File: src/rtl/counter_cmd_seq.sv
// counter_cmd_seq
// ---------------
// Command sequencer that sits directly upstream of an up/down counter.
// Commands {op, arg} arrive over a valid/ready interface, are buffered in a
// small FIFO and replayed one at a time onto the counter's control inputs.
//
// Opcodes: 00 LOAD  (one cycle of load_n=0, data_load=arg)
//          01 UP    (arg cycles of ce=1, up_down=1)
//          10 DOWN  (arg cycles of ce=1, up_down=0)
//          11 HOLD  (arg cycles of ce=0)
// A zero-count UP/DOWN/HOLD completes without touching the counter.
//
// Handshake: a command is transferred on every rising clk edge where
// cmd_valid && cmd_ready are both high; cmd_ready depends only on FIFO
// fullness (never on cmd_valid) and is low while in reset.
//
// Ports:
//   clk, rst_n          clock (rising edge), asynchronous active-low reset
//   cmd_valid/cmd_ready command handshake
//   cmd_op, cmd_arg     opcode and load value / cycle count
//   max_count, zero     counter flags (counter at all-ones / at zero)
//   load_n, ce, up_down, data_load   counter control outputs
//   busy                FIFO non-empty or a command executing
//   done                one-cycle pulse per completed command
//   sat_hit             one-cycle pulse when a count is cut short at a boundary
//
// Build option: define COUNTER_CMD_SEQ_SAT_STOP_EN to stop counting at the
// counter's boundary (ce gated by max_count/zero) instead of wrapping.

module counter_cmd_seq #(
    parameter int WIDTH = 4,
    parameter int DEPTH = 4
) (
    input  logic             clk,
    input  logic             rst_n,
    input  logic             cmd_valid,
    output logic             cmd_ready,
    input  logic [1:0]       cmd_op,
    input  logic [WIDTH-1:0] cmd_arg,
    input  logic             max_count,
    input  logic             zero,
    output logic             load_n,
    output logic             ce,
    output logic             up_down,
    output logic [WIDTH-1:0] data_load,
    output logic             busy,
    output logic             done,
    output logic             sat_hit
);

    localparam int AW = $clog2(DEPTH);
    localparam logic [WIDTH-1:0] ONE = WIDTH'(1);

    localparam logic [1:0] OP_LOAD = 2'b00;
    localparam logic [1:0] OP_UP   = 2'b01;
    localparam logic [1:0] OP_DOWN = 2'b10;
    localparam logic [1:0] OP_HOLD = 2'b11;

    typedef enum logic [2:0] {
        S_IDLE,
        S_LOAD,
        S_RUN,
        S_HOLD,
        S_DONE
    } state_t;

    state_t state;

    // ------------------------------------------------------------------
    // Command FIFO: pointers carry one extra wrap bit so full and empty
    // are distinguishable without a separate counter.
    // ------------------------------------------------------------------
    logic [WIDTH+1:0] mem [DEPTH];
    logic [AW:0]      wr_ptr;
    logic [AW:0]      rd_ptr;
    logic             empty;
    logic             full;
    logic             push;
    logic             pop;
    logic             rdy_en;
    logic [1:0]       head_op;
    logic [WIDTH-1:0] head_arg;

    assign empty = (wr_ptr == rd_ptr);
    assign full  = (wr_ptr[AW] != rd_ptr[AW]) &&
                   (wr_ptr[AW-1:0] == rd_ptr[AW-1:0]);

    // rdy_en keeps cmd_ready low during reset and rises on the first edge
    // after release.
    assign cmd_ready = rdy_en & ~full;
    assign push      = cmd_valid & cmd_ready;
    assign pop       = (state == S_IDLE) & ~empty;

    assign head_op  = mem[rd_ptr[AW-1:0]][WIDTH+1:WIDTH];
    assign head_arg = mem[rd_ptr[AW-1:0]][WIDTH-1:0];

    always_ff @(posedge clk) begin
        if (push) begin
            mem[wr_ptr[AW-1:0]] <= {cmd_op, cmd_arg};
        end
    end

    always_ff @(posedge clk or negedge rst_n) begin
        if (!rst_n) begin
            wr_ptr <= '0;
            rd_ptr <= '0;
            rdy_en <= 1'b0;
        end else begin
            rdy_en <= 1'b1;
            if (push) begin
                wr_ptr <= wr_ptr + 1'b1;
            end
            if (pop) begin
                rd_ptr <= rd_ptr + 1'b1;
            end
        end
    end

    assign busy = (state != S_IDLE) | ~empty;

    // ------------------------------------------------------------------
    // Boundary handling. The flag for the current direction gates ce
    // combinationally so the counter never steps past its limit.
    // ------------------------------------------------------------------
    logic ce_q;
    logic blocked;

`ifdef COUNTER_CMD_SEQ_SAT_STOP_EN
    logic sat_q;
    assign blocked = ce_q & (up_down ? max_count : zero);
    assign ce      = ce_q & ~blocked;
    assign sat_hit = sat_q;
`else
    logic unused_flags;
    assign unused_flags = max_count ^ zero;
    assign blocked      = 1'b0;
    assign ce           = ce_q;
    assign sat_hit      = 1'b0;
`endif

    // ------------------------------------------------------------------
    // Sequencer FSM. Outputs are registered alongside the state so that a
    // command popped in cycle N drives the counter in cycle N+1.
    // ------------------------------------------------------------------
    logic [WIDTH-1:0] rem;

    always_ff @(posedge clk or negedge rst_n) begin
        if (!rst_n) begin
            state     <= S_IDLE;
            rem       <= '0;
            ce_q      <= 1'b0;
            load_n    <= 1'b1;
            up_down   <= 1'b1;
            data_load <= '0;
            done      <= 1'b0;
`ifdef COUNTER_CMD_SEQ_SAT_STOP_EN
            sat_q     <= 1'b0;
`endif
        end else begin
            case (state)
                S_IDLE: begin
                    if (pop) begin
                        rem <= head_arg;
                        if (head_op == OP_LOAD) begin
                            state     <= S_LOAD;
                            load_n    <= 1'b0;
                            data_load <= head_arg;
                        end else if (head_arg == '0) begin
                            state <= S_DONE;
                            done  <= 1'b1;
                        end else if (head_op == OP_HOLD) begin
                            state <= S_HOLD;
                        end else begin
                            state   <= S_RUN;
                            ce_q    <= 1'b1;
                            up_down <= (head_op == OP_UP);
                        end
                    end
                end

                S_LOAD: begin
                    load_n <= 1'b1;
                    state  <= S_DONE;
                    done   <= 1'b1;
                end

                S_RUN: begin
                    if (blocked) begin
                        // Boundary reached: abandon the remaining steps.
                        rem   <= '0;
                        ce_q  <= 1'b0;
                        state <= S_DONE;
                        done  <= 1'b1;
`ifdef COUNTER_CMD_SEQ_SAT_STOP_EN
                        sat_q <= 1'b1;
`endif
                    end else if (rem == ONE) begin
                        rem   <= '0;
                        ce_q  <= 1'b0;
                        state <= S_DONE;
                        done  <= 1'b1;
                    end else begin
                        rem <= rem - ONE;
                    end
                end

                S_HOLD: begin
                    if (rem == ONE) begin
                        rem   <= '0;
                        state <= S_DONE;
                        done  <= 1'b1;
                    end else begin
                        rem <= rem - ONE;
                    end
                end

                S_DONE: begin
                    done  <= 1'b0;
`ifdef COUNTER_CMD_SEQ_SAT_STOP_EN
                    sat_q <= 1'b0;
`endif
                    state <= S_IDLE;
                end

                default: begin
                    state <= S_IDLE;
                end
            endcase
        end
    end

endmodule

File: config.mk
export PLATFORM = sky130hd
export DESIGN_NAME = counter_cmd_seq
export DESIGN_NICKNAME = d
export VERILOG_FILES = /design/src/rtl/counter_cmd_seq.sv
export SDC_FILE = /design/constraint.sdc
export NUM_CORES = 1
export LEC_CHECK = 0
export CAP_MARGIN = 20
export CORE_MARGIN = 3
export CORE_UTILIZATION = 43
export CTS_CLUSTER_SIZE = 14
export DETAILED_ROUTE_END_ITERATION = 8
export PLACE_DENSITY_LB_ADDON = 0.05
export SLEW_MARGIN = 0
export SYNTH_ARGS = -nofsm -noshare
export SYNTH_HDL_FRONTEND = slang
export SYNTH_SLANG_ARGS = --single-unit
File: constraint.sdc
create_clock -name clk -period 2.45 [get_ports clk]
set_input_delay 0.49 -clock clk [delete_from_list [all_inputs] [get_ports clk]]
set_output_delay 0.49 -clock clk [all_outputs]
set_load 0.1 [all_outputs]
==> metrics <==
Clock Skew 3.662 ps; final hold viol count 0; crit end category primary output; Mapped Cells 141; Slew @ Worst Pin 509.4 ps; Hold WC Path Type reg -> reg; setup violators final 0; mux share of post-synthesis cell area 12.37%; die area 5640 µm²; Avg WL per Cell 16.21 µm; Die Width 75.10 µm; Vias 1204; H-tree lvl count 2; Cell variety after synth 41; core area 4474 µm²; min-delay src data_load[3]; fraction of layout cells with a size suffix above 1 23.49%; top cells by count, synth edfxtp_1 (24), dfrtp_1 (20), ha_1 (7), inv_1 (7); min cycle time layout 2333 ps; Fin Setup TNS 0 ps; Crit path required time 1960 ps; status finished clean; initial antenna violation count 0; CTS tree yes; port bufs 18; first-pass GRT wire length 5.844 mm; Die H 75.10 µm; final slew viol count 0; CTS Sinks 46; worst skew pair latency 300 ps; slew margin rel. 65.97%; Nets 183; fmax 428.7 MHz; Top delay family on crit path simple AND/OR/NAND/NOR gates; number of flops mapped to enable cells by yosys 24; Root Driver clkbuf_8; routability cong. 0.8268; finished layout cell area 2424 µm²; Post-Synth Adder-Cell Area 4.266%; total wire length 3.534 mm; critical path cell sequence buf_4 -> xnor2_4 -> nand3_1 -> or2_2 -> buf_12; Max-Cap Viols 0; Ys Warns 0; Initial Util 45.89%; Post-Synth XOR/XNOR Area 3.839%; unrepaired setup endpoints after global routing no; Mapped Area 2053 µm²; CTS Hold Bufs 0; Async S/R FF share, synth 47.83%; vias per inst 5.523; simple logic cell fraction of the synthesized area 8.592%; post-synth top area share 35.10%; top-count cell post-synth edfxtp_1; placed cell area 2313 µm²; Most used DFF post-synth edfxtp_1; main combinational cell family by area after synthesis multiplexers; # IOs 22; Critical Path Start Type flip-flop; fin crit share 95.22%; Crit-path slowest cell dfrtp_2; DR iter-0 viols 95; total track usage 14.32%; Synth Area per Inst 14.56 µm²; total grt overflow 0; iteration count of the initial detailed-routing pass 4; syn_nets 159; Crit Path Max Fanout 5; Worst Setup Path Type reg -> out; critical path's largest stage delay 470 ps; CP Launch Point rd_ptr[0]; Synth Area in Compound Gates 5.789%; Num CTS Buffers 5; Syn-to-layout area delta 18.04%; Seq/Total Area, Yosys 62.04%; largest net degree at the start of global routing 23; CP bufs+invs 2; Worst-path clk slew 90 ps; post-layout util 54.17%; vias in the first global route 1137; ANT nets after route 0; post-synth top area cell edfxtp_1; n_diodes 0; FP Rows 24; RR Startpoint rd_ptr[0]; top post-synthesis cells by area edfxtp_1 (35%), dfrtp_1 (24%), ha_1 (4.3%), mux4_1 (3.8%), mux2_2 (3.3%); DR DRC count 0; Worst EP arrival 1840 ps; CTS max path bufs 2; DP Wirelength 2.535 mm; #FFs+latches synth 46
==> path summary, 6_finish.rpt <==
| kind | end | slack, ps | depth (start not counted) |
|---|---|---|---|
| min reg2reg | data_load[3] | 510 | 1 |
| min in group asynchronous | state[2] | 530 | 2 |
| min | data_load[3] | 510 | 1 |
| max reg2reg | done | 190 | 4 |
| max | busy | 120 | 5 |
| max in group asynchronous | load_n | 1640 | 2 |
==> through the flow <==
stage	hold WS, ps	worst slack (ps)	cells
global placement	493.7	140.7	210
finish	511.0	117.2	218
detailed placement	496.2	122.7	210
CTS	517.0	36.21	218
global route	526.2	7.633	218
floorplan	194.4	275.7	141
==> cells in the final DEF (no fill, tap or decap), types with 3 or more instances in the layout <==
cell type / instances
and3_1: 4
mux2_2: 6
o21ai_0: 6
clkdlybuf4s50_1: 8
nand2_1: 5
ha_1: 7
inv_1: 7
buf_4: 12
xnor2_1: 4
xor2_1: 4
dfrtp_1: 19
mux4_1: 3
mux4_2: 3
mux2i_1: 4
edfxtp_1: 24
clkbuf_8: 5
nor2_1: 5
==> final cells by class <==
class                      instances  area, µm²
fill                             373       2051
sequential                        46       1275
multi-input combinational         83      757.0
timing repair buffer              22      210.2
clock buffer                       5      68.82
tap                               52      65.06
inverter                           7      26.28
clock inverter                     3      21.27
==> flip-flops by register name, indices dropped and copies added, names as in the netlist <==
name and flops:
rd_ptr 3, rdy_en 1, ce 1, data_load 4, load_n 1, done 1
state 3, rem 4, mem 24, up_down 1, wr_ptr 3
==> what timing repair did <==
action,in CTS,in global routing
endpoints found under the setup margin,1,1
resized for setup,2,1
buffers inserted,0,0
==> cell families (layout without fill, tap and decap cells) <==
group | Yosys count | count (layout)
AO/OA/AOI/OAI | 18 | 18
buffers and inverters | 12 | 37
multiplexers | 16 | 16
flip-flops | 46 | 46
adder cells (fa/ha/maj) | 7 | 7
AND/OR/NAND/NOR | 31 | 31
other | 2 | 2
XOR/XNOR | 9 | 9
==> worst reg2reg max path, delay by kind of cell, from the launching register on <==
kind            cells  cell delay (ps)
flops               1              460
mux                 1              550
simple gates        2             1020
compound gates      1              150
==> routing by layer <==
metal	vias to the layer above	wire, µm	global-route usage, %
met3	5	156	4.806
met5	-	0	0
met1	599	1632	19.58
met2	27	1710	21.47
met4	0	35	4.941
li1	573	-	-
Power is not shown: default switching activity piles up to over one toggle a cycle in this logic, so the estimate is an artifact.
